### src/rtl/board_sequencer_if.sv
// Signal bundle between the board sequencer and the player/VGA logic around it.
// The slave modport is the sequencer's view; master is the driving environment.
interface board_sequencer_if;
    logic        vsync_in;
    logic        start;
    logic        kill_L;
    logic        kill_R;
    logic [11:0] xpos_playerL;
    logic [11:0] xpos_playerR;
    logic [2:0]  board_out;
    logic [1:0]  adv_out;
    logic        busy;
    logic        board_changed;
    logic        respawn;
    logic        game_over;
    logic [1:0]  winner;

    modport master (
        output vsync_in, start, kill_L, kill_R, xpos_playerL, xpos_playerR,
        input  board_out, adv_out, busy, board_changed, respawn, game_over, winner
    );

    modport slave (
        input  vsync_in, start, kill_L, kill_R, xpos_playerL, xpos_playerR,
        output board_out, adv_out, busy, board_changed, respawn, game_over, winner
    );
endinterface

### src/rtl/board_sequencer.sv
// Board (room) index sequencer: tracks right-of-way, steps the board when the
// advantaged player leaves the screen, freezes play between boards, declares a winner.
module board_sequencer #(
    parameter logic [11:0] EDGE_LEFT    = 12'd10,
    parameter logic [11:0] EDGE_RIGHT   = 12'd1014,
    parameter logic [2:0]  BOARD_MIN    = 3'd1,
    parameter logic [2:0]  BOARD_MAX    = 3'd5,
    parameter logic [2:0]  BOARD_START  = 3'd3,
    parameter logic [7:0]  TRANS_FRAMES = 8'd32
) (
    input  logic              clk,
    input  logic              reset,
    board_sequencer_if.slave  bus
);

    typedef enum logic [1:0] {
        ST_IDLE  = 2'd0,
        ST_PLAY  = 2'd1,
        ST_TRANS = 2'd2,
        ST_WIN   = 2'd3
    } state_t;

    localparam logic [1:0] ADV_NONE = 2'd0;
    localparam logic [1:0] ADV_L    = 2'd1;
    localparam logic [1:0] ADV_R    = 2'd2;

    state_t      state_r, state_s;
    logic        vsync_q_r;
    logic        tick_s;
    logic [7:0]  cnt_r, cnt_s;
    logic [2:0]  board_r, board_s;
    logic [1:0]  adv_r, adv_s;
    logic [1:0]  winner_r, winner_s;
    logic        busy_r, busy_s;
    logic        changed_r, changed_s;
    logic        respawn_r, respawn_s;
    logic        over_r, over_s;

    assign tick_s = bus.vsync_in & ~vsync_q_r;

    // Next-state, board stepping, frame countdown and advantage decode.
    always_comb begin
        state_s   = state_r;
        cnt_s     = cnt_r;
        board_s   = board_r;
        adv_s     = adv_r;
        winner_s  = winner_r;
        changed_s = 1'b0;
        respawn_s = 1'b0;

        case (state_r)
            ST_IDLE, ST_WIN: begin
                if (bus.start) begin
                    state_s  = ST_PLAY;
                    board_s  = BOARD_START;
                    adv_s    = ADV_NONE;
                    winner_s = 2'd0;
                    cnt_s    = 8'd0;
                end else begin
                    state_s = state_r;
                end
            end
            ST_PLAY: begin
                // Crossing decisions use the advantage held before this cycle's kills.
                if (tick_s && (adv_r == ADV_R) && (bus.xpos_playerR < EDGE_LEFT)) begin
                    if (board_r == BOARD_MIN) begin
                        state_s  = ST_WIN;
                        winner_s = ADV_R;
                    end else begin
                        state_s   = ST_TRANS;
                        board_s   = board_r - 3'd1;
                        changed_s = 1'b1;
                        cnt_s     = TRANS_FRAMES;
                    end
                end else if (tick_s && (adv_r == ADV_L) && (bus.xpos_playerL > EDGE_RIGHT)) begin
                    if (board_r == BOARD_MAX) begin
                        state_s  = ST_WIN;
                        winner_s = ADV_L;
                    end else begin
                        state_s   = ST_TRANS;
                        board_s   = board_r + 3'd1;
                        changed_s = 1'b1;
                        cnt_s     = TRANS_FRAMES;
                    end
                end else begin
                    state_s = ST_PLAY;
                end
            end
            ST_TRANS: begin
                if (tick_s) begin
                    if (cnt_r <= 8'd1) begin
                        state_s   = ST_PLAY;
                        cnt_s     = 8'd0;
                        respawn_s = 1'b1;
                    end else begin
                        cnt_s = cnt_r - 8'd1;
                    end
                end else begin
                    cnt_s = cnt_r;
                end
            end
            default: begin
                state_s = ST_IDLE;
            end
        endcase

        if ((state_r == ST_PLAY) || (state_r == ST_TRANS)) begin
            case ({bus.kill_L, bus.kill_R})
                2'b10:   adv_s = ADV_L;
                2'b01:   adv_s = ADV_R;
                2'b11:   adv_s = ADV_NONE;
                default: adv_s = adv_r;
            endcase
        end else begin
            adv_s = adv_s;
        end

        busy_s = (state_s != ST_PLAY);
        over_s = (state_s == ST_WIN);
    end

    // State and registered outputs.
    always_ff @(posedge clk or negedge reset) begin
        if (!reset) begin
            state_r   <= ST_IDLE;
            vsync_q_r <= 1'b0;
            cnt_r     <= 8'd0;
            board_r   <= BOARD_START;
            adv_r     <= ADV_NONE;
            winner_r  <= 2'd0;
            busy_r    <= 1'b1;
            changed_r <= 1'b0;
            respawn_r <= 1'b0;
            over_r    <= 1'b0;
        end else begin
            state_r   <= state_s;
            vsync_q_r <= bus.vsync_in;
            cnt_r     <= cnt_s;
            board_r   <= board_s;
            adv_r     <= adv_s;
            winner_r  <= winner_s;
            busy_r    <= busy_s;
            changed_r <= changed_s;
            respawn_r <= respawn_s;
            over_r    <= over_s;
        end
    end

    assign bus.board_out     = board_r;
    assign bus.adv_out       = adv_r;
    assign bus.busy          = busy_r;
    assign bus.board_changed = changed_r;
    assign bus.respawn       = respawn_r;
    assign bus.game_over     = over_r;
    assign bus.winner        = winner_r;

endmodule
### src/flat_wrapper.sv
// flat-port wrapper written by rule: the top's interface ports become plain ports
module board_sequencer_flat 
#(
    parameter logic [11:0] EDGE_LEFT    = 12'd10,
    parameter logic [11:0] EDGE_RIGHT   = 12'd1014,
    parameter logic [2:0]  BOARD_MIN    = 3'd1,
    parameter logic [2:0]  BOARD_MAX    = 3'd5,
    parameter logic [2:0]  BOARD_START  = 3'd3,
    parameter logic [7:0]  TRANS_FRAMES = 8'd32
)
  (clk, reset, bus_vsync_in, bus_start, bus_kill_L, bus_kill_R, bus_xpos_playerL, bus_xpos_playerR, bus_board_out, bus_adv_out, bus_busy, bus_board_changed, bus_respawn, bus_game_over, bus_winner);
  board_sequencer_if bus_i ();
  input  logic clk;
  input  logic reset;
  input wire logic [$bits(bus_i.vsync_in)-1:0] bus_vsync_in;
  input wire logic [$bits(bus_i.start)-1:0] bus_start;
  input wire logic [$bits(bus_i.kill_L)-1:0] bus_kill_L;
  input wire logic [$bits(bus_i.kill_R)-1:0] bus_kill_R;
  input wire logic [$bits(bus_i.xpos_playerL)-1:0] bus_xpos_playerL;
  input wire logic [$bits(bus_i.xpos_playerR)-1:0] bus_xpos_playerR;
  output wire logic [$bits(bus_i.board_out)-1:0] bus_board_out;
  output wire logic [$bits(bus_i.adv_out)-1:0] bus_adv_out;
  output wire logic [$bits(bus_i.busy)-1:0] bus_busy;
  output wire logic [$bits(bus_i.board_changed)-1:0] bus_board_changed;
  output wire logic [$bits(bus_i.respawn)-1:0] bus_respawn;
  output wire logic [$bits(bus_i.game_over)-1:0] bus_game_over;
  output wire logic [$bits(bus_i.winner)-1:0] bus_winner;
  assign bus_i.vsync_in = bus_vsync_in;
  assign bus_i.start = bus_start;
  assign bus_i.kill_L = bus_kill_L;
  assign bus_i.kill_R = bus_kill_R;
  assign bus_i.xpos_playerL = bus_xpos_playerL;
  assign bus_i.xpos_playerR = bus_xpos_playerR;
  assign bus_board_out = bus_i.board_out;
  assign bus_adv_out = bus_i.adv_out;
  assign bus_busy = bus_i.busy;
  assign bus_board_changed = bus_i.board_changed;
  assign bus_respawn = bus_i.respawn;
  assign bus_game_over = bus_i.game_over;
  assign bus_winner = bus_i.winner;
  board_sequencer #(.EDGE_LEFT(EDGE_LEFT), .EDGE_RIGHT(EDGE_RIGHT), .BOARD_MIN(BOARD_MIN), .BOARD_MAX(BOARD_MAX), .BOARD_START(BOARD_START), .TRANS_FRAMES(TRANS_FRAMES)) u_core (.clk(clk), .reset(reset), .bus(bus_i));
endmodule
### config.mk
export PLATFORM = sky130hd
export DESIGN_NAME = board_sequencer_flat
export DESIGN_NICKNAME = d
export VERILOG_FILES = /design/src/rtl/board_sequencer_if.sv /design/src/rtl/board_sequencer.sv /design/src/flat_wrapper.sv
export SDC_FILE = /design/constraint.sdc
export NUM_CORES = 1
export LEC_CHECK = 0
export CAP_MARGIN = 20
export CORE_ASPECT_RATIO = 1.4
export CORE_UTILIZATION = 44
export CTS_BUF_LIST = sky130_fd_sc_hd__clkbuf_4
export DETAILED_ROUTE_END_ITERATION = 12
export GPL_ROUTABILITY_DRIVEN = 0
export GPL_TIMING_DRIVEN = 0
export PLACE_DENSITY_LB_ADDON = 0.08
export SYNTH_ARGS = -nofsm -noshare
export SYNTH_HDL_FRONTEND = slang
export SYNTH_SLANG_ARGS = --single-unit
### constraint.sdc
create_clock -name clk -period 2.2 [get_ports clk]
set_input_delay 0.33 -clock clk [delete_from_list [all_inputs] [get_ports clk]]
set_output_delay 0.33 -clock clk [all_outputs]
set_load 0.01 [all_outputs]
==> implementation parameters <==
Parameter                              Value

Clock network
  Clock transition at path regs    0.14 ns
  Number of H-tree levels    1
  Clock latency reported for the late side of the worst-skew pair    0.31 ns
  Clock tree root buffer cell    sky130_fd_sc_hd__clkbuf_4
  Number of buffers added by the clock tree synthesis step    3
  Cts hold-fix bufs    0
  CTS tree    done
  Maximum root-to-sink buffer count    2
  Num Clock Sinks    22

Critical path
  Reg-to-reg endpoint    u_core.cnt_r[4]$_DFFE_PN0P_
  Critical Path, Cell by Cell    inv_2, ha_4, nor2b_2, a21o_1, or4_1, buf_6, o31ai_2
  Crit-path max cell delay    0.54 ns
  Crit-path max FO    6
  Worst r2r path cells    7
  Element type at the critical path start    register
  Setup slack, reg-to-reg    0.05 ns
  Beginning of the worst register-to-register path    u_core.state_r[0]$_DFF_PN0_
  Worst endpoint required time    2.42 ns
  Arrival time of data at the critical path endpoint    2.37 ns
  Worst-path cell with the longest stage delay    sky130_fd_sc_hd__or4_1
  Worst Setup End Kind    register
  Path type of the worst setup path    register to register

Drt
  DR DRC count    0
  Detailed-router iteration count before antenna repair    4
  Detail Route met3 WL    143 um
  Post-detailed-route wirelength per cell    15.6 um
  Via density    5.83
  Iter 0 DRT Violations    51
  Met2 layer wire length in the routed design    2210 um
  Wire length on met1    1370 um
  Post-detailed-route count of antenna-violating nets    0
  Via count    1404
  Top layer reached by signal wires    met4
  Final Routed Wirelength    3760 um

Place
  Placed inst area    1880 um^2
  HPWL after detailed placement    2720 um
  Number of port buffers    39

Layout
  Utilization after layout    66.3%
  Share of final-layout standard cells stronger than drive strength 1    21.8%
  Nets    242
  Most used cells in the layout excluding fill and tap cells    sky130_fd_sc_hd__clkdlybuf4s50_1, sky130_fd_sc_hd__dfrtp_1, sky130_fd_sc_hd__nand2_1
  Cell area after layout    2070 um^2
  Syn-to-layout area delta    43.7%
  Most common library cell in the layout ignoring fill and taps    sky130_fd_sc_hd__clkdlybuf4s50_1
  Antenna Cells    0
  Count of filler cells inserted in the layout    266

Global route
  Number of global-route vias before repair    1395
  GRT Total Usage    22.0%
  Remaining Overflow, GRT    0
  Maximum number of pins on one net before global-route repair    23
  Number of antenna violations at the first check in global routing    0
  Wire length of the first global-routing pass    6070 um

Yosys
  Per-instance average area after synthesis    9.55 um^2
  EDFF count, synth    0
  Sequential area share after synthesis    38.5%
  Unique cell type count in the Yosys netlist    49
  Post-Syn Nets    190
  Top FF cell, synth    sky130_fd_sc_hd__dfrtp_1
  Cell area after technology mapping    1440 um^2
  Flip-flop and latch count after synthesis    22
  Async set or reset register ratio after synthesis    100%
  Synthesized instance count    151
  Yosys warning count    0

Timing
  RSZ-0062 raised after global routing    yes
  Highest achievable clock rate    466 MHz
  Final worst path period share    97.5%
  Worst-case clock skew    0.0106 ns
  Final setup vio count    0
  Hold violation total from the final report    0
  Max-slew violation total from the final report    0
  Least-Margin Pin Slew    0.557 ns
  Worst slew slack as a fraction of its limit    62.7%
  Minimum period implied by the final worst setup slack    2.15 ns

Die
  Horizontal die dimension    50.4 um
  Overall die height    69.7 um
  Core Footprint    3120 um^2
  Total number of placement rows    24
  Area of the die    3510 um^2
  Effective utilization at floorplan    46.2%
  Top-level port count    41

Power and ir drop
  Peak supply drop    0.000438 V
  Lkg Pwr    0.913 nW
  Power density over the cells    796 nW/um^2

Run status
  Outcome    completed

Min path
  Worst min-delay path category    input port to async pin

Job
  Max-cap viol count    0
==> critical path: cells and delay by family (launching register included) <==
family,cells,cell delay [ns]
adder cells (fa/ha/maj),1,0.22
flip-flops,1,0.43
AND/OR/NAND/NOR,2,0.73
AO/OA/AOI/OAI,2,0.42
buffers and inverters,2,0.24
==> routing by layer <==
layer  vias to the layer above  track usage, %
li1                        660               -
met1                       690            24.6
met2                        50            43.0
met3                         4            2.63
met4                         0            3.70
met5                         -               0
==> power by group <==
group / switching (mW) / leakage [nW] / total [mW] / internal [mW]
registers: 0.0654 / 0.285 / 0.561 / 0.495
logic: 0.448 / 0.610 / 0.873 / 0.426
clock network: 0.132 / 0.0184 / 0.215 / 0.0830
==> logic make-up (layout without fill, tap and decap cells) <==
family,after synthesis,in the layout,synth area share (%)
AO/OA/AOI/OAI,44,44,23.1
buffers and inverters,19,70,5.29
flip-flops,22,22,38.5
adder cells (fa/ha/maj),9,9,7.81
XOR/XNOR,2,2,1.22
multiplexers,7,7,5.12
AND/OR/NAND/NOR,48,48,19.0
==> layout make-up <==
class	count	area [um^2]	area share, %
multi-input combinational	110	886	42.8
sequential	22	554	26.8
timing repair buffer	47	460	22.2
tap	39	48.8	2.36
buffer	7	46.3	2.24
inverter	12	45.0	2.18
clock buffer	4	30.0	1.45
==> sequential cells by signal, summed over array words and instances, names as in the netlist, 2 cells and up <==
register	flops
u_core.bus.board_out	3
u_core.bus.winner	2
u_core.state_r	2
u_core.cnt_r	8
u_core.bus.adv_out	2
==> Yosys cell counts, types with 3 or more instances <==
cell type | count | share of area (%)
sky130_fd_sc_hd__nand2_1 | 12 | 3.1
sky130_fd_sc_hd__mux2i_1 | 4 | 2.8
sky130_fd_sc_hd__mux2_2 | 3 | 2.3
sky130_fd_sc_hd__a21o_1 | 3 | 1.6
sky130_fd_sc_hd__o21ai_0 | 7 | 2.4
sky130_fd_sc_hd__nor2_1 | 7 | 1.8
sky130_fd_sc_hd__a21oi_1 | 6 | 2.1
sky130_fd_sc_hd__nor3_1 | 3 | 1.0
sky130_fd_sc_hd__dfrtp_1 | 19 | 33
sky130_fd_sc_hd__dfstp_2 | 3 | 5.5
sky130_fd_sc_hd__or2_2 | 3 | 1.3
sky130_fd_sc_hd__inv_1 | 12 | 3.1
sky130_fd_sc_hd__o31ai_1 | 6 | 3.1
sky130_fd_sc_hd__nor4_1 | 3 | 1.3
sky130_fd_sc_hd__nand2b_1 | 3 | 1.3
sky130_fd_sc_hd__ha_1 | 9 | 7.8
sky130_fd_sc_hd__and2_1 | 3 | 1.3
sky130_fd_sc_hd__clkbuf_1 | 4 | 1.0
==> per-stage QoR <==
stage | hold WS [ns] | instances | setup slack (ns) | setup TNS [ns] | power [mW]
floorplan | 0.0344 | 151 | 0.0690 | 0 | 1.05
global placement | 0.490 | 229 | -0.482 | -3.94 | 1.30
detailed placement | 0.518 | 229 | -0.486 | -4.08 | 1.33
CTS | 0.505 | 235 | 0.00427 | 0 | 1.58
global route | 0.406 | 241 | -0.0369 | -0.0412 | 1.75
finish | 0.357 | 241 | 0.0548 | 0 | 1.65
==> how the worst max path moves through the flow <==
stage                                             start                           to  slack, ns  depth (start not counted)
floorplan             u_core.bus.adv_out[1]$_DFFE_PN0P_  u_core.cnt_r[1]$_DFFE_PN0P_       0.07                          7
global placement                    bus_xpos_playerR[7]  u_core.cnt_r[1]$_DFFE_PN0P_      -0.48                          8
detailed placement                  bus_xpos_playerL[6]  u_core.cnt_r[1]$_DFFE_PN0P_      -0.49                          7
CTS                 u_core.bus.board_out[1]$_DFFE_PN1P_  u_core.cnt_r[3]$_DFFE_PN0P_      0.004                          8
global route                        bus_xpos_playerR[6]  u_core.cnt_r[4]$_DFFE_PN0P_      -0.04                          8
finish                      u_core.state_r[0]$_DFF_PN0_  u_core.cnt_r[4]$_DFFE_PN0P_       0.05                          7
==> what timing repair did <==
action / 4_1_cts / 5_1_grt
resized for setup: 10 / 15
hold endpoints to repair: 0 / 0
endpoints found under the setup margin: 6 / 11
setup buffers: 2 / 5
pin swaps: 2 / 4
Note: power is estimated with default switching activity, not from simulation.
